`config.mk`:
```
export PLATFORM = sky130hd
export DESIGN_NAME = uart_tx_arbiter
export DESIGN_NICKNAME = d
export VERILOG_FILES = /design/src/rtl/uart_tx_arbiter.sv
export SDC_FILE = /design/constraint.sdc
export NUM_CORES = 1
export LEC_CHECK = 0
export ABC_AREA = 1
export BUFFER_PORTS_ARGS = -buffer_cell sky130_fd_sc_hd__buf_2
export CORE_MARGIN = 2
export CORE_UTILIZATION = 30
export CTS_CLUSTER_SIZE = 8
export DETAILED_ROUTE_END_ITERATION = 16
export PLACE_DENSITY = 0.47
export SYNTH_ARGS = -nofsm -noshare
export SYNTH_HDL_FRONTEND = slang
export SYNTH_SLANG_ARGS = --single-unit
```
`constraint.sdc`:
```
create_clock -name iCE_CLK -period 1.7 [get_ports iCE_CLK]
set_input_delay 0.17 -clock iCE_CLK [delete_from_list [all_inputs] [get_ports iCE_CLK]]
set_output_delay 0.17 -clock iCE_CLK [all_outputs]
set_load 0.05 [all_outputs]
```
`src/rtl/uart_tx_arbiter.sv`:
```
// uart_tx_arbiter
//   Shares one byte-wide UART transmitter between two N-bit requesters.
//   A captured word is sent MSB byte first as N/8 one-cycle strobes. Each
//   strobe waits for the UART busy flag to be low. After a strobe the block
//   waits for the flag to rise and then fall. If the flag never rises within
//   START_WAIT cycles, the byte is treated as sent so the sequencer cannot hang.
//   When both requesters are valid, the one not served last wins (round-robin).
//
// Ports
//   iCE_CLK          system clock, rising edge
//   rst              asynchronous active-high reset
//   req0_valid/data  requester 0 word, held until req0_ack
//   req0_ack         one-cycle pulse, requester 0 word captured
//   req1_valid/data  requester 1 word, held until req1_ack
//   req1_ack         one-cycle pulse, requester 1 word captured
//   is_transmitting  UART TX busy flag (synchronous to iCE_CLK)
//   tx_byte          byte to the UART; holds its last value between strobes
//   tx_valid         one-cycle byte strobe
//   busy             word in progress
//   grant            requester owning the current or last word
//   word_done        one-cycle pulse after the last byte of a word completes
module uart_tx_arbiter #(
  parameter int N          = 16,
  parameter int START_WAIT = 15
) (
  input  logic         iCE_CLK,
  input  logic         rst,
  input  logic         req0_valid,
  input  logic [N-1:0] req0_data,
  output logic         req0_ack,
  input  logic         req1_valid,
  input  logic [N-1:0] req1_data,
  output logic         req1_ack,
  input  logic         is_transmitting,
  output logic [7:0]   tx_byte,
  output logic         tx_valid,
  output logic         busy,
  output logic         grant,
  output logic         word_done
);

  localparam int NBYTES = N / 8;
  localparam int BW     = $clog2(NBYTES) + 1;
  localparam int TW     = $clog2(START_WAIT + 1);

  localparam logic [BW-1:0] BCNT_LAST = BW'(NBYTES);
  localparam logic [TW-1:0] TCNT_LAST = TW'(START_WAIT - 1);

  typedef enum logic [1:0] {
    IDLE,
    SEND,
    WAIT_START,
    WAIT_DONE
  } state_t;

  state_t         state;
  logic [N-1:0]   shreg;
  logic [BW-1:0]  bcnt;
  logic [TW-1:0]  tcnt;
  logic           last;

  logic           pick;
  logic [N-1:0]   pick_data;

  // When both requesters are valid, the winner is the one not granted last.
  always_comb begin
    pick = 1'b0;
    if (req0_valid && req1_valid) begin
      pick = ~last;
    end else if (req1_valid) begin
      pick = 1'b1;
    end
    pick_data = pick ? req1_data : req0_data;
  end

  assign busy = (state != IDLE);

  always_ff @(posedge iCE_CLK or posedge rst) begin
    if (rst) begin
      state     <= IDLE;
      shreg     <= '0;
      bcnt      <= '0;
      tcnt      <= '0;
      last      <= 1'b1;
      grant     <= 1'b0;
      tx_byte   <= '0;
      tx_valid  <= 1'b0;
      req0_ack  <= 1'b0;
      req1_ack  <= 1'b0;
      word_done <= 1'b0;
    end else begin
      tx_valid  <= 1'b0;
      req0_ack  <= 1'b0;
      req1_ack  <= 1'b0;
      word_done <= 1'b0;

      case (state)
        IDLE: begin
          if (req0_valid || req1_valid) begin
            shreg    <= pick_data;
            bcnt     <= '0;
            grant    <= pick;
            last     <= pick;
            req0_ack <= ~pick;
            req1_ack <= pick;
            state    <= SEND;
          end
        end

        SEND: begin
          if (!is_transmitting) begin
            tx_byte  <= shreg[N-1 -: 8];
            tx_valid <= 1'b1;
            shreg    <= shreg << 8;
            bcnt     <= bcnt + BW'(1);
            tcnt     <= '0;
            state    <= WAIT_START;
          end
        end

        WAIT_START: begin
          if (is_transmitting) begin
            state <= WAIT_DONE;
          end else if (tcnt == TCNT_LAST) begin
            // No busy rise seen: treat the byte as sent. The flag is known
            // low here, so the word-end rule of WAIT_DONE applies at once.
            if (bcnt == BCNT_LAST) begin
              word_done <= 1'b1;
              state     <= IDLE;
            end else begin
              state <= SEND;
            end
          end else begin
            tcnt <= tcnt + TW'(1);
          end
        end

        WAIT_DONE: begin
          if (!is_transmitting) begin
            if (bcnt == BCNT_LAST) begin
              word_done <= 1'b1;
              state     <= IDLE;
            end else begin
              state <= SEND;
            end
          end
        end

        default: state <= IDLE;
      endcase
    end
  end

endmodule

```
Word-level counts from Yosys, hierarchy flattened:

Cells that the tools add are included.

* output and inout port bits: 14
* logic and storage cells: 69
* input bits: 37
* ROM bits: 0
* memory bits (writable): 0
* bits in latches: 0
* register bits after elaboration: 38
* memories: 0

* muxes and demuxes: 31
* shift-type cells: 0
* div/mod/pow operators: 0
* reductions and logical operators: 11
* eq/ne operators: 11
* magnitude comparators: 0
* multiply operators: 0
* add/subtract/negate cells: 2
* bitwise logic cells: 3

Operator list (count)
* $mux 16: 3
* $pmux 16 s2: 1
* $mux 2: 7
* $mux 1: 13
* $mux 4: 3
* $ne 2x2->1 const B: 5
* $pmux 2 s4: 1
* $pmux 4 s2: 1
* $reduce_and 4->1: 2
* $eq 2x2->1 const B: 3
* $reduce_bool 2->1: 3
* $add 4x1->4 const B: 1
* $eq 4x4->1 const B: 1
* $pmux 2 s2: 1
* $reduce_and 2->1: 2
* $ne 3x3->1 const B: 1
* $not 1->1: 3
* $reduce_and 3->1: 1
* $add 2x1->2 const B: 1
* $eq 2x1->1 const B: 1
* $logic_not 2->1: 1
* $pmux 1 s2: 1
* $logic_and 1x1->1: 1
* $logic_or 1x1->1: 1

Logic depth before layout (Yosys ltp):

Gate-level depths: netlist of the first run.

* depth after elaboration: 5
* depth in mapped cells: 8
* depth with buffers taken out: 7

Least setup slack after synthesis of the first run:

Ideal clock, no wire load.

* path type: reg2reg
* start: register last
* end: register shreg[1]
* required time: 1.573 ns
* clock period less this slack: 1.231 ns
* data arrival time: 1.104 ns
* setup slack: 0.469 ns
* stages on the path, launching flop included: 6
* buffers on the path: 0
* path through: dfstp_2 -> nand2_2 -> nand2_2 -> clkinv_1 -> nor2_1 -> o21ai_0

* cells in the longest elaborated chain, start to end: 5

RTL lines
* start: declaration: line 60 `logic last;`
* start signal: assignment: line 103 `last <= pick;`
* $not 1->1: line 69 `pick = ~last;`
* $mux 1: line 68 `if (req0_valid && req1_valid) begin`
* $mux 16: line 73 `pick_data = pick ? req1_data : req0_data;`
* $mux 16: line 99 `if (req0_valid || req1_valid) begin`
* $pmux 16 s2: line 97 `case (state)`
* end signal: assignment: line 100 `shreg <= pick_data;`
* end signal: assignment: line 114 `shreg <= shreg << 8;`
* end: declaration: line 57 `logic [N-1:0] shreg;`

No other way between the ends. The select of a mux whose other input is x is not followed.
A chain may end at the register's enable or synchronous reset.

Worst setup path after layout of the first run:

* start: register state[0]
* end: register shreg[6]

* cells in the longest elaborated chain, start to end: 3

RTL lines
* start: declaration: line 56 `state_t state;`
* start signal: assignment: line 80 `state <= IDLE;`
* start signal: assignment: line 106 `state <= SEND;`
* start signal: assignment: line 117 `state <= WAIT_START;`
* $eq 2x1->1 / $logic_not 2->1 (equally long branches): line 97
* $ne 2x2->1 (no line) / $reduce_bool 2->1 (equally long branches)
* $reduce_and 3->1 (no line)

Parallel ways exist; a longest one is shown, timed or not.

==> impl_metrics.env, run 1 <==
export IMPL_ant_nets=0
export IMPL_place_area_sq_um=2210
export IMPL_status="complete, but fails checks"
export IMPL_fillCellCount=634
export IMPL_period_share_pct=84.9
export IMPL_numCtsBuffers=5
export IMPL_cts_buffer_depth=2
export IMPL_rr_worst_depth=6
export IMPL_root_buffer="clkbuf_8"
export IMPL_post_route_drc_count=0
export IMPL_fin_crit_ns=1.44
export IMPL_worstSetupPathType="register to register"
export IMPL_gp_congestion=0.816
export IMPL_ios=51
export IMPL_dieArea_sq_um=6890
export IMPL_slowest_stage="dfrtp_1"
export IMPL_synth_simple_area_share_pct=32.5
export IMPL_grt_max_degree=39
export IMPL_coreArea_sq_um=5990
export IMPL_clkTransAtPathRegs_ns=0.07
export IMPL_post_cts_resized=0
export IMPL_critPathMostFrequentCell="nand2_1"
export IMPL_maxCapViolCount=0
export IMPL_cts_tree="built"
export IMPL_synthAdderAreaFrac_pct=2.00
export IMPL_cts_sinks=38
export IMPL_crit_fanout=17
export IMPL_antenna_cells=0
export IMPL_post_cts_buffers=0
export IMPL_grt_pass1_wl_microns=7810
export IMPL_synth_seq_cells=38
export IMPL_power_leakage_nw=1.25
export IMPL_area_delta_synth_final_pct=21.9
export IMPL_synth_compound_area_share_pct=8.68
export IMPL_r2r_end="shreg[6]"
export IMPL_max_slew_margin_pct=66.5
export IMPL_die_y_microns=83.0
export IMPL_port_buffers=50
export IMPL_wirelength_microns=4610
export IMPL_max_freq_mhz=693
export IMPL_synthMuxAreaShare_pct=0
export IMPL_first_pass_iters=4
export IMPL_start_util_pct=31.3
export IMPL_syn_inst=243
export IMPL_grt_pass1_vias=1614
export IMPL_postCtsHoldBufs=0
export IMPL_endpoint_kind="register"
export IMPL_htree_num_levels=2
export IMPL_routedWlPerCell_microns=12.4
export IMPL_stdcell_area_sq_um=2280
export IMPL_hold_path_class="input port to async pin"
export IMPL_drive_above_1_share_pct=24.9
export IMPL_skew_ns=0.00358
export IMPL_dp_hpwl_microns=3260
export IMPL_seq_area_frac_synth_pct=50.8
export IMPL_tns_ns=0
export IMPL_path_cells="nor2_2, nand2_2, nand2_1, inv_2, nand2_1, o21ai_0"
export IMPL_power_density_nw_per_um2=1730
export IMPL_violations="negative hold slack"
export IMPL_cp_required_ns=1.87
export IMPL_regToRegStartpoint="state[0]"
export IMPL_synth_xor_area_share_pct=0
export IMPL_whs_ns=-0.00830
export IMPL_syn_avg_cell_area_sq_um=7.71
export IMPL_drt_iter0_markers=96
export IMPL_grt_overflow=0
export IMPL_syn_nets=283
export IMPL_yosysWarnings=0
export IMPL_arrival_ns=1.61
export IMPL_vias_per_cell=4.52
export IMPL_peakVddDrop_v=0.000801
export IMPL_die_w_microns=83.0
export IMPL_synth_top_family_by_area="simple AND/OR/NAND/NOR gates"
export IMPL_crit_path_max_incr_delay_ns=0.46
export IMPL_syn_area_sq_um=1870
export IMPL_tightest_slew_ns=0.502
export IMPL_slew_viol_final=0
export IMPL_grtUsageTotal_pct=14.0
export IMPL_antenna_found_initial=0
export IMPL_rrSetupSlack_ns=0.26
export IMPL_num_vias=1680
export IMPL_clkLatencyLatePin_ns=0.28
export IMPL_rows=28
export IMPL_rsz0062_at_grt="no"
export IMPL_final_nets=337
export IMPL_setup_viol=0
export IMPL_yosysUniqueCellTypes=24
export IMPL_startpoint_type="register"
export IMPL_hold_viol_final=9
[cells in the mapped netlist, drive strengths merged]
| library cell | number | area share (%) |
|---|---|---|
| nand3b | 1 | 0.40 |
| inv | 16 | 3.2 |
| ha | 3 | 2.0 |
| nor2 | 22 | 4.5 |
| o21ai | 21 | 5.6 |
| nand4 | 1 | 0.33 |
| nand3 | 26 | 7.2 |
| clkinv | 1 | 0.20 |
| a21boi | 1 | 0.40 |
| nand2 | 93 | 19 |
| a21oi | 10 | 2.7 |
| nor3 | 1 | 0.27 |
| dfstp | 1 | 1.4 |
| buf | 7 | 2.3 |
| clkbuf | 1 | 0.20 |
| or2 | 1 | 0.33 |
| dfrtp | 37 | 49 |
[placed cells by master, fill, tap and decap left out, types with 6 or more instances in the layout]
cell type,n
a21oi_1,10
o21ai_1,6
nand2_2,6
dfrtp_1,37
nand3_1,25
o21ai_0,15
nor2_1,21
nand2_1,87
inv_1,12
buf_2,50
[state kept, by name, summed over array words and instances (netlist names)]
name and cells:
grant 1, bcnt 2, tcnt 4, word_done 1, tx_valid 1, tx_byte 8
req1_ack 1, req0_ack 1, state 2, last 1, shreg 16
[cell type report]
cell class | count | area [sq um] | share of cell area, %
Clock buffer | 7 | 76.3 | 3.34
Multi-Input combinational cell | 180 | 810 | 35.5
Tap cell | 75 | 93.8 | 4.11
Inverter | 17 | 63.8 | 2.79
Sequential cell | 38 | 952 | 41.7
Timing Repair Buffer | 55 | 288 | 12.6
[per-stage QoR]
step	worst slack (ns)	total power, mW	cells	hold slack, ns	util (%)
detailed placement	0.252	3.40	365	0.317	36.8
floorplan	0.469	2.94	243	0.300	-
global route	0.0600	4.30	372	0.0635	38.1
CTS	0.237	4.01	372	0.0106	38.1
global placement	0.349	3.40	365	0.320	36.8
finish	0.257	3.95	372	-0.00830	38.1
[power by group]
group	total, mW	switching (mW)	internal [mW]	leakage (nW)
registers	1.50	0.225	1.28	0.486
logic	1.87	1.33	0.531	0.729
clock network	0.579	0.296	0.282	0.0383
total	3.95	1.86	2.09	1.25
[logic make-up (layout without fill, tap and decap cells)]
group	after synthesis	in the layout
adder cells (fa/ha/maj)	3	3
AO/OA/AOI/OAI	32	32
flip-flops	38	38
buffers and inverters	25	79
AND/OR/NAND/NOR	145	145
[worst max-delay path by stage]
| stage | from | endpoint | slack [ns] | cells after the start |
|---|---|---|---|---|
| floorplan | last | shreg[1] | 0.47 | 5 |
| global placement | state[0] | shreg[0] | 0.35 | 6 |
| detailed placement | state[0] | shreg[6] | 0.25 | 6 |
| CTS | state[0] | shreg[6] | 0.24 | 6 |
| global route | state[0] | shreg[2] | 0.06 | 6 |
| finish | state[0] | shreg[6] | 0.26 | 6 |
[routing by layer]
layer	share of wire, %	global-route usage [%]	vias to the layer above	wire (microns)
li1	-	-	882	-
met1	52	20.5	753	2400
met2	43	20.5	43	1990
met3	3.9	3.08	2	181
met4	0.89	4.47	0	41
met5	0	0	-	0
[critical path: cells and delay by family, from the launching register on]
kind                   cells  cell delay [ns]
AO/OA/AOI/OAI              1             0.07
buffers and inverters      1             0.15
flip-flops                 1             0.46
AND/OR/NAND/NOR            4             0.65
No activity file was read; power rests on OpenSTA's default activity.
==> inputs of run 2 (changes only) <==
==> constraint.sdc (replaced) <==
create_clock -name iCE_CLK -period 1.5 [get_ports iCE_CLK]
set_input_delay 0.15 -clock iCE_CLK [delete_from_list [all_inputs] [get_ports iCE_CLK]]
set_output_delay 0.15 -clock iCE_CLK [all_outputs]
set_load 0.05 [all_outputs]
==> impl_metrics.env, run 2 (same netlist as run 1, synthesis figures left out) <==
export IMPL_pre_cts_ws_ns=0.113
export IMPL_peakVddDrop_v=0.000969
export IMPL_hold_path_class="input port to register"
export IMPL_grt_pass1_wl_microns=7950
export IMPL_setup_viol=0
export IMPL_die_w_microns=83.0
export IMPL_numCtsBuffers=5
export IMPL_root_buffer="clkbuf_8"
export IMPL_power_leakage_nw=1.27
export IMPL_crit_path_max_incr_delay_ns=0.47
export IMPL_htree_num_levels=2
export IMPL_rsz0062_at_grt="yes"
export IMPL_vias_per_cell=4.54
export IMPL_skew_ns=0.0105
export IMPL_area_delta_synth_final_pct=24.1
export IMPL_regToRegStartpoint="state[0]"
export IMPL_port_buffers=50
export IMPL_ant_nets=0
export IMPL_ios=51
export IMPL_worstSetupPathType="register to register"
export IMPL_tightest_slew_ns=0.495
export IMPL_start_util_pct=31.3
export IMPL_tns_ns=0
export IMPL_antenna_found_initial=0
export IMPL_startpoint_type="register"
export IMPL_clkLatencyLatePin_ns=0.29
export IMPL_cp_required_ns=1.72
export IMPL_cts_sinks=38
export IMPL_final_common_cell="nand2_1"
export IMPL_num_vias=1702
export IMPL_cts_tree="built"
export IMPL_place_area_sq_um=2210
export IMPL_top_register="shreg"
export IMPL_post_route_drc_count=0
export IMPL_hold_viol_final=0
export IMPL_arrival_ns=1.59
export IMPL_slowest_stage="dfrtp_1"
export IMPL_slew_viol_final=0
export IMPL_stdcell_area_sq_um=2320
export IMPL_final_nets=339
export IMPL_endpoint_kind="register"
export IMPL_grtUsageTotal_pct=14.4
export IMPL_drive_above_1_share_pct=26.0
export IMPL_rrSetupSlack_ns=0.14
export IMPL_grt_pass1_vias=1592
export IMPL_power_density_nw_per_um2=1960
export IMPL_dieArea_sq_um=6890
export IMPL_largest_reg_flops=16
export IMPL_period_share_pct=91.0
export IMPL_crit_start="state[0]"
export IMPL_first_pass_iters=4
export IMPL_wirelength_microns=4690
export IMPL_gp_congestion=0.788
export IMPL_endpoint="tcnt[0]"
export IMPL_coreArea_sq_um=5990
export IMPL_rows=28
export IMPL_drt_iter0_markers=64
export IMPL_crit_fanout=7
export IMPL_placedCellCount=366
export IMPL_status="finished clean"
export IMPL_grt_overflow=0
export IMPL_max_slew_margin_pct=67.0
export IMPL_maxCapViolCount=0
export IMPL_top_regs="shreg: 16 flops, tx_byte: 8 flops, tcnt: 4 flops"
export IMPL_final_core_util_pct=38.8
export IMPL_most_common_layout_cells="nand2_1, buf_2, dfrtp_1, nand3_1, nor2_1"
export IMPL_fin_crit_ns=1.36
export IMPL_critPathMostFrequentCell="nand2_1"
export IMPL_rr_worst_depth=7
export IMPL_max_freq_mhz=733
export IMPL_path_cells="inv_2, nand2_2, nor2_1, nand2_4, nand2_1, nand2_1, nand2_1"
export IMPL_post_cts_buffers=0
export IMPL_dp_hpwl_microns=3340
export IMPL_cts_buffer_depth=2
export IMPL_grt_max_degree=39
export IMPL_clkTransAtPathRegs_ns=0.08
export IMPL_fin_ws_ns=0.135
export IMPL_fillCellCount=645
export IMPL_die_y_microns=83.0
export IMPL_routedWlPerCell_microns=12.5
export IMPL_r2r_end="tcnt[0]"
export IMPL_antenna_cells=0
export IMPL_fin_cells=375
[run 2: cell types whose count changed in the layout (fill, tap and decap cells not counted), sizes merged]
| cell | previous run | this run |
|---|---|---|
| clkinvlp | 0 | 1 |
| clkinv | 1 | 2 |
| clkbuf | 7 | 6 |
| buf | 55 | 56 |
| dlygate4sd3 | 0 | 1 |
[run 2: stage by stage]
step | total power, mW | hold WS, ns
after floorplan | 3.33 | 0.280
after global placement | 3.86 | 0.305
after detailed placement | 3.88 | 0.303
after CTS | 4.59 | 0.101
after global routing | 4.98 | 0.103
final | 4.55 | 0.109
[run 2: repair_timing]
item	in CTS	in global routing
hold endpoints to repair	22	0
hold buffers	1	0
setup endpoints to repair	0	13
gates resized for setup	0	3
[run 2: worst min path at each step]
stage | slack [ns] | start | depth (start not counted) | endpoint
floorplan | 0.28 | is_transmitting | 2 | state[0]
global placement | 0.31 | rst | 3 | tx_byte[3]
detailed placement | 0.30 | rst | 3 | tx_byte[3]
CTS | 0.10 | req0_data[4] | 3 | shreg[4]
global route | 0.10 | req0_data[4] | 3 | shreg[4]
finish | 0.11 | req0_data[4] | 3 | shreg[4]
[run 2: critical path: cells and delay by family, from the launching register on]
kind	cells	cell delay, ns
and+or+nand+nor	6	0.70
DFF	1	0.47
buffers and inverters	1	0.12
[run 2: where the power goes]
part	switching [mW]	total, mW	internal, mW
clock network	0.358	0.686	0.328
logic	1.53	2.15	0.629
registers	0.266	1.71	1.45
total	2.15	4.55	2.40
[run 2: per-layer routing]
layer  vias to the layer above  part of all wire (%)  global-route usage (%)
li1                        892                     -                       -
met1                       753                    52                    21.2
met2                        50                    42                    20.5
met3                         7                   4.6                    3.38
met4                         0                   1.3                    4.92
met5                         -                     0                       0
[run 2: layout make-up]
cell class | count | area (sq um) | share of cell area (%)
clock buffer | 6 | 72.6 | 3.12
clock inverter | 2 | 13.8 | 0.592
inverter | 17 | 67.6 | 2.91
multi-input combinational | 180 | 820 | 35.3
sequential | 38 | 952 | 41.0
tap | 75 | 93.8 | 4.04
timing repair buffer | 57 | 305 | 13.1
